## src/rtl/bin2bcd_pkg.sv

```systemverilog
// bin2bcd_pkg: shared FSM state type, BCD digit width and digit-count helper for bin2bcd_n.
package bin2bcd_pkg;
  typedef enum logic [1:0] {IDLE, SHIFT, DONE} state_t;
  localparam int BCD_W = 4;
  // Smallest digit count whose decimal range covers 2^bw - 1.
  function automatic int min_dig(input int bw);
    longint unsigned lim, p;
    int d;
    lim = (64'd1 << bw) - 64'd1;
    p = 64'd1;
    d = 0;
    while (p <= lim) begin
      p = p * 64'd10;
      d++;
    end
    return d;
  endfunction
endpackage

```

## src/rtl/bin2bcd_n_digit_adj.sv

```systemverilog
// bcd_digit_adj: double-dabble correction, adds 3 to a BCD digit greater than 4.
module bcd_digit_adj
  import bin2bcd_pkg::*;
(
  input  logic [BCD_W-1:0] i_digit,
  output logic [BCD_W-1:0] o_digit
);
  always_comb o_digit = (i_digit > 4'd4) ? i_digit + 4'd3 : i_digit;
endmodule

```

## src/rtl/bin2bcd_n.sv

```systemverilog
// bin2bcd_n: sequential double-dabble binary-to-BCD converter, BIN_W shift cycles per result.
// Optional two's-complement input with sign output when BIN2BCD_SIGNED_EN is defined.
module bin2bcd_n
  import bin2bcd_pkg::*;
#(
  parameter int BIN_W = 12,
  parameter int DIG   = 4
) (
  input  logic                 clk,
  input  logic                 rst,
  input  logic                 start,
  input  logic [BIN_W-1:0]     bin,
  output logic                 ready,
  output logic [BCD_W*DIG-1:0] bcd,
  output logic                 valid
`ifdef BIN2BCD_SIGNED_EN
  ,
  output logic                 sign
`endif
);
  localparam int CW = $clog2(BIN_W);
  localparam int BW = BCD_W * DIG;
  if (DIG < min_dig(BIN_W)) begin : g_dig_check
    $error("bin2bcd_n: DIG too small for BIN_W");
  end
  state_t r_state;
  logic [BW-1:0] r_work, w_adj, w_next;
  logic [BIN_W-1:0] r_sr, w_load;
  logic [CW-1:0] r_cnt;
  for (genvar d = 0; d < DIG; d++) begin : g_adj
    bcd_digit_adj u_adj (
      .i_digit(r_work[d*BCD_W +: BCD_W]),
      .o_digit(w_adj[d*BCD_W +: BCD_W])
    );
  end
  assign w_next = {w_adj[BW-2:0], r_sr[BIN_W-1]};
`ifdef BIN2BCD_SIGNED_EN
  logic r_neg;
  assign w_load = bin[BIN_W-1] ? -bin : bin;
`else
  assign w_load = bin;
`endif
  always_ff @(posedge clk or posedge rst)
    if (rst) begin
      r_state <= IDLE;
      ready   <= 1'b1;
      valid   <= 1'b0;
      bcd     <= '0;
      r_work  <= '0;
      r_sr    <= '0;
      r_cnt   <= '0;
`ifdef BIN2BCD_SIGNED_EN
      r_neg   <= 1'b0;
      sign    <= 1'b0;
`endif
    end else begin
      valid <= 1'b0;
      if (r_state == SHIFT) begin
        r_work <= w_next;
        r_sr   <= r_sr << 1;
        if (r_cnt == '0) begin
          r_state <= DONE;
          ready   <= 1'b1;
          valid   <= 1'b1;
          bcd     <= w_next;
`ifdef BIN2BCD_SIGNED_EN
          sign    <= r_neg;
`endif
        end else
          r_cnt <= r_cnt - CW'(1);
      end else if (start) begin
        r_state <= SHIFT;
        ready   <= 1'b0;
        r_sr    <= w_load;
        r_work  <= '0;
        r_cnt   <= CW'(BIN_W - 1);
`ifdef BIN2BCD_SIGNED_EN
        r_neg   <= bin[BIN_W-1];
`endif
      end else
        r_state <= IDLE;
    end
endmodule

```

## config.mk

```make
export PLATFORM = sky130hd
export DESIGN_NAME = bin2bcd_n
export DESIGN_NICKNAME = d
export VERILOG_FILES = /design/src/rtl/bin2bcd_pkg.sv /design/src/rtl/bin2bcd_n_digit_adj.sv /design/src/rtl/bin2bcd_n.sv
export SDC_FILE = /design/constraint.sdc
export NUM_CORES = 1
export LEC_CHECK = 0
export ABC_AREA = 1
export CAP_MARGIN = 20
export CORE_ASPECT_RATIO = 0.7
export CORE_MARGIN = 8
export CORE_UTILIZATION = 43
export CTS_CLUSTER_SIZE = 40
export DETAILED_ROUTE_END_ITERATION = 12
export DONT_BUFFER_PORTS = 1
export GPL_ROUTABILITY_DRIVEN = 1
export PLACE_DENSITY = 0.56
export SYNTH_ARGS = -nofsm -noshare
export SYNTH_HDL_FRONTEND = slang
export SYNTH_SLANG_ARGS = --single-unit
```

## constraint.sdc

```tcl
create_clock -name clk -period 3.4 [get_ports clk]
set_input_delay 0.34 -clock clk [delete_from_list [all_inputs] [get_ports clk]]
set_output_delay 0.34 -clock clk [all_outputs]
set_load 0.02 [all_outputs]
```

==> results.py, run 1 <==
metrics = {
    "status": {
        "outcome": "complete, no violations",
    },
    "worst_setup_path": {
        "cp_slowest_cell": "dfrtp_1",
        "crit_arrival_ns": 1.73,
        "cp-end-kind": "flip-flop",
        "crit_path_start_kind": "flip-flop",
        "critPathMaxFanout": 18,
        "path_class": "flip-flop to flip-flop",
        "cp.required_ns": 3.59,
        "cpPeakStageDelay_ns": 0.39,
        "cp_cell_sequence": "inv_1 -> ha_1 -> nand3_4 -> nor2_8 -> inv_4 -> nand2_1 -> o21ai_0",
    },
    "drt": {
        "routed_wl_um": 5140,
        "post_drt_wl_per_cell_um": 12.6,
        "first_pass_iters": 4,
        "via_per_inst": 4.74,
        "drc_errors": 0,
        "first_iter_violations": 52,
        "ant_nets": 0,
        "vias": 1940,
    },
    "synthesis": {
        "synthCells": 333,
        "synth_top_area_cell": "dfrtp_1",
        "seq_area_frac_synth_pct": 50.2,
        "syn_nets": 358,
        "ys_warn_count": 0,
        "synth_area_leaders": "dfrtp_1, nand2_1, nand3_1, ha_1, inv_1",
        "synth_area_um2": 2590,
        "ys_ff_latch": 52,
        "syn_avg_cell_area_um2": 7.79,
        "synth_top_cell_area_share_pct": 49.2,
        "yosysUniqueCellTypes": 21,
    },
    "timing": {
        "rsz0062_at_grt": "false",
        "final_max_slew_viol_count": 0,
        "tns_ns": 0,
        "clock_skew_ns": 0.00691,
        "min_period_ns": 1.54,
        "relSlewSlack_pct": 53.7,
        "fin_crit_sh_pct": 45.2,
        "setup_viol": 0,
        "tightest_slew_ns": 0.694,
        "hold_violations": 0,
        "fmax_mhz": 650,
    },
    "floorplan": {
        "placement_rows": 23,
        "initial_core_util_pct": 44.9,
        "dieArea_um2": 8820,
        "core_area_um2": 5780,
        "die_h_um": 81.0,
        "die_w_um": 109,
        "io_pins": 33,
    },
    "cts": {
        "root_buffer": "clkbuf_8",
        "clock_latency_ns": 0.31,
        "numCtsBuffers": 5,
        "htreeDepth": 2,
        "max-clock-path-buffers": 2,
        "clock-sinks": 52,
        "cts_tree": "built",
        "ctsHoldBuffers": 0,
        "path_clk_slew_ns": 0.10,
        "cts_resized": 0,
        "post-cts-setup-buffers": 0,
    },
    "worst_hold_path": {
        "hold_path.class": "input pin to asynchronous set/reset pin",
    },
    "global_route": {
        "grt_max_degree": 35,
        "overflow": 0,
        "antenna_found_initial": 0,
        "grt_pass1_wl_um": 9030,
        "track_usage_pct": 12.8,
        "grt_pass1_vias": 1940,
    },
    "power_and_ir_drop": {
        "p_per_area_nw_per_um2": 1000,
        "p_leak_nw": 1.51,
        "finalPower_mw": 2.76,
        "vdd_ir_drop_max_mv": 0.352,
    },
    "flow_run": {
        "cap_viol_max_count": 0,
    },
    "layout": {
        "multi_input_area_um2": 1100,
        "layout-drive-gt1-share_pct": 6.29,
        "postLayoutCellArea_um2": 2750,
        "nFillCells": 579,
        "nNetsFinal": 358,
        "regArea_um2": 1300,
        "syn_to_final_growth_pct": 6.03,
        "n_antenna_cell": 0,
    },
    "placed_design": {
        "hpwl_um": 3670,
        "dpl-instance-area_um2": 2630,
        "portBuffers": 0,
        "place.gp.congestion": 0.810,
    },
}
[flip-flops by register name, indices dropped and copies added (netlist names)]
name and count:
bcd 16, r_cnt 4, r_sr 12, r_state 2
r_work 16, ready 1, valid 1
[metal layers]
layer	share of wire (%)	global-route usage [%]	up-vias	wire [µm]
li1	-	-	1029	-
met1	52	17.1	889	2690
met2	42	19.3	17	2170
met3	4.7	4.51	5	242
met4	0.84	3.81	0	43
met5	0	0	-	0
[cell usage after synthesis]
| library cell | n |
|---|---|
| buf_4 | 5 |
| buf_6 | 3 |
| dfrtp_1 | 51 |
| dfstp_2 | 1 |
| ha_1 | 10 |
| inv_1 | 27 |
| inv_2 | 4 |
| inv_4 | 1 |
| nand2_1 | 165 |
| nand2_2 | 1 |
| nand2_4 | 1 |
| nand3_1 | 37 |
| nand3_4 | 1 |
| nand4_1 | 1 |
| nor2_1 | 14 |
| nor2_8 | 1 |
| o211ai_1 | 1 |
| o21ai_0 | 5 |
| o21ai_1 | 2 |
| o22ai_1 | 1 |
| or2_2 | 1 |
[path summary, 6_finish.rpt]
path	from	endpoint	slack [ns]	cells past startpoint
max	r_cnt[0]$_DFFE_PP0P_	bcd[0]$_DFFE_PP0P_	1.86	7
min	rst	r_work[8]$_DFFE_PP0P_	0.02	1
max reg2reg	r_cnt[0]$_DFFE_PP0P_	bcd[0]$_DFFE_PP0P_	1.86	7
min reg2reg	r_sr[8]$_DFFE_PP0P_	r_sr[8]$_DFFE_PP0P_	0.49	2
max in group asynchronous	rst	ready$_DFFE_PP1P_	2.60	2
min in group clk	bin[4]	r_sr[4]$_DFFE_PP0P_	0.15	2
[worst max-delay path: cells and delay by family (launching register included)]
| family | cells | cell delay [ns] |
|---|---|---|
| and+or+nand+nor | 3 | 0.46 |
| adders and majority gates | 1 | 0.22 |
| DFF | 1 | 0.39 |
| buffers and inverters | 2 | 0.29 |
| AOI/OAI and AO/OA | 1 | 0.07 |
[kinds of logic after synthesis]
family | after synthesis | share of synthesized area, %
simple gates | 222 | 35.6
fa+ha+maj | 10 | 4.82
compound gates | 9 | 1.88
flops | 52 | 50.2
buf+inv | 40 | 7.47
[cell type report]
class / count / share of cell area (%)
Clock inverter: 1 / 1.09
Tap cell: 75 / 3.41
Timing Repair Buffer: 1 / 0.273
Clock buffer: 7 / 3.50
Inverter: 32 / 4.46
Sequential cell: 52 / 47.3
Multi-Input combinational cell: 241 / 39.9
[where the power goes]
group / internal [mW] / switching [mW] / total [mW] / leakage [nW]
combinational: 0.369 / 0.727 / 1.10 / 0.788
sequential: 0.896 / 0.303 / 1.20 / 0.657
clock: 0.260 / 0.206 / 0.466 / 0.0645
[cell usage in the layout, fill, tap and decap left out]
cell and n:
nand2_2 1, o22ai_1 1, clkbuf_8 7, nand4_1 1, buf_4 1, dfrtp_1 51, inv_4 1, nor2_1 14
nand3_4 1, o21ai_1 2, dfstp_2 1, nand2_1 165, or2_2 1, bufinv_16 1, nand2_4 1, ha_1 10
o21ai_0 5, inv_1 26, nand3_1 37, nor2_8 1, inv_2 5, o211ai_1 1
[per-stage QoR]
step	setup WS, ns	instances	hold slack [ns]	util, %
detailed placement	1.85	401	0.378	45.4
floorplan	1.80	333	0.442	-
global route	1.71	409	0.0788	47.6
global placement	1.87	401	0.382	45.4
finish	1.86	409	0.0185	47.6
CTS	1.84	409	0.0403	47.6
Note: power is estimated with default switching activity, not from simulation.
==> run 2: changes to the inputs <==
--- a/config.mk
+++ b/config.mk
@@ -14,7 +14,7 @@
 export DETAILED_ROUTE_END_ITERATION = 12
 export DONT_BUFFER_PORTS = 1
 export GPL_ROUTABILITY_DRIVEN = 1
-export PLACE_DENSITY = 0.56
+export PLACE_DENSITY = 0.58
 export SYNTH_ARGS = -nofsm -noshare
 export SYNTH_HDL_FRONTEND = slang
 export SYNTH_SLANG_ARGS = --single-unit
==> constraint.sdc (replaced) <==
create_clock -name clk -period 1.4 [get_ports clk]
set_input_delay 0.14 -clock clk [delete_from_list [all_inputs] [get_ports clk]]
set_output_delay 0.14 -clock clk [all_outputs]
set_load 0.02 [all_outputs]
==> results.py, run 2 (synthesis gave the netlist of run 1 again) <==
metrics = {
    "floorplan": {
        "core_area_um2": 5780,
        "die_w_um": 109,
        "placement_rows": 23,
        "die_h_um": 81.0,
        "dieArea_um2": 8820,
        "io_pins": 33,
        "initial_core_util_pct": 44.9,
    },
    "placed_design": {
        "dpl-instance-area_um2": 2710,
        "dp.cells": 409,
        "portBuffers": 0,
        "post-place-ws_ns": 0.0374,
        "place.gp.congestion": 0.838,
        "hpwl_um": 3700,
    },
    "cts": {
        "post-cts-setup-buffers": 0,
        "root_buffer": "clkbuf_8",
        "clock-sinks": 52,
        "htreeDepth": 2,
        "numCtsBuffers": 5,
        "cts_tree": "built",
        "max-clock-path-buffers": 2,
        "clock_latency_ns": 0.30,
        "path_clk_slew_ns": 0.09,
    },
    "timing": {
        "fmax_mhz": 759,
        "holdWs_ns": 0.0966,
        "rsz0062_at_grt": "true",
        "min_period_ns": 1.32,
        "final_max_slew_viol_count": 0,
        "hold_violations": 0,
        "clock_skew_ns": 0.00582,
        "fin_ws_ns": 0.0825,
        "tightest_slew_ns": 0.349,
        "setup_viol": 0,
        "relSlewSlack_pct": 76.7,
        "tns_ns": 0,
        "fin_crit_sh_pct": 94.1,
    },
    "drt": {
        "post_drt_wl_per_cell_um": 12.3,
        "drc_errors": 0,
        "first_iter_violations": 86,
        "ant_nets": 0,
        "routed_wl_um": 5290,
        "first_pass_iters": 4,
        "vias": 1997,
        "via_per_inst": 4.64,
    },
    "worst_setup_path": {
        "crit_family": "flip-flops",
        "cpPeakStageDelay_ns": 0.41,
        "crit_arrival_ns": 1.50,
        "cp.required_ns": 1.59,
        "cp-end-kind": "flip-flop",
        "crit_path_start_kind": "flip-flop",
        "critPathMaxFanout": 18,
        "cp_cell_sequence": "inv_1 -> ha_2 -> nand3_4 -> nor2_8 -> inv_4 -> nand2_1 -> o21ai_0",
        "path_class": "flip-flop to flip-flop",
        "cp_slowest_cell": "dfrtp_1",
        "path_buf_inv": 2,
    },
    "global_route": {
        "grt_pass1_vias": 1926,
        "overflow": 0,
        "track_usage_pct": 13.1,
        "grt_pass1_wl_um": 9320,
        "grt_max_degree": 53,
        "antenna_found_initial": 0,
    },
    "layout": {
        "layout-drive-gt1-share_pct": 9.58,
        "mostFrequentLayoutCells": "nand2_1, dfrtp_1, nand3_1",
        "layout_commonest_cell": "nand2_1",
        "top_regs": "bcd: 16 flops, r_work: 16 flops, r_sr: 12 flops",
        "postLayoutCellArea_um2": 2960,
        "fin_cells": 430,
        "fin_util_pct": 51.2,
        "n_antenna_cell": 0,
        "syn_to_final_growth_pct": 14.1,
        "nNetsFinal": 379,
    },
    "power_and_ir_drop": {
        "finalPower_mw": 6.74,
        "vdd_ir_drop_max_mv": 0.688,
        "p_leak_nw": 1.60,
        "p_per_area_nw_per_um2": 2280,
    },
    "status": {
        "outcome": "complete, no violations",
    },
    "flow_run": {
        "cap_viol_max_count": 0,
    },
    "worst_hold_path": {
        "hold_path.class": "input pin to flip-flop",
    },
}
-- run 2: path summary, 6_finish.rpt --
kind	endpoint	cells past startpoint	slack, ns	start
max in group asynchronous	ready$_DFFE_PP1P_	3	0.78	rst
max reg2reg	bcd[0]$_DFFE_PP0P_	7	0.08	r_cnt[1]$_DFFE_PP0P_
min in group asynchronous	r_sr[3]$_DFFE_PP0P_	3	0.33	rst
min	r_work[0]$_DFFE_PP0P_	3	0.1	start
max	bcd[0]$_DFFE_PP0P_	7	0.08	r_cnt[1]$_DFFE_PP0P_
min reg2reg	r_sr[0]$_DFFE_PP0P_	2	0.48	r_sr[0]$_DFFE_PP0P_
-- run 2: per-layer routing --
metal	track usage, %	wire length, µm
met1	18.8	2840
met2	19.0	2230
met3	3.64	186
met4	3.54	42
met5	0	0
-- run 2: what timing repair did --
item,4_1_cts,5_1_grt
endpoints found under the hold margin,63,0
hold buffers,13,0
setup endpoints to repair,0,22
resized for setup,0,9
-- run 2: final cells by class --
class / count / area, µm²
Timing Repair Buffer: 22 / 223
Fill cell: 546 / 2820
Clock buffer: 8 / 100
Multi-Input combinational cell: 241 / 1120
Sequential cell: 52 / 1300
Tap cell: 75 / 93.8
Inverter: 32 / 123
-- run 2: power by group --
group / total, mW / internal (mW) / switching (mW)
Combinational: 2.90 / 1.08 / 1.82
Sequential: 2.91 / 2.18 / 0.735
Clock: 0.929 / 0.452 / 0.476
Total: 6.74 / 3.71 / 3.03
-- run 2: worst register-to-register path: cells and delay by family, from the launching register on --
| family | cells | cell delay (ns) |
|---|---|---|
| flip-flops | 1 | 0.41 |
| AND/OR/NAND/NOR | 3 | 0.33 |
| adder cells (fa/ha/maj) | 1 | 0.20 |
| buffers and inverters | 2 | 0.20 |
| AO/OA/AOI/OAI | 1 | 0.08 |
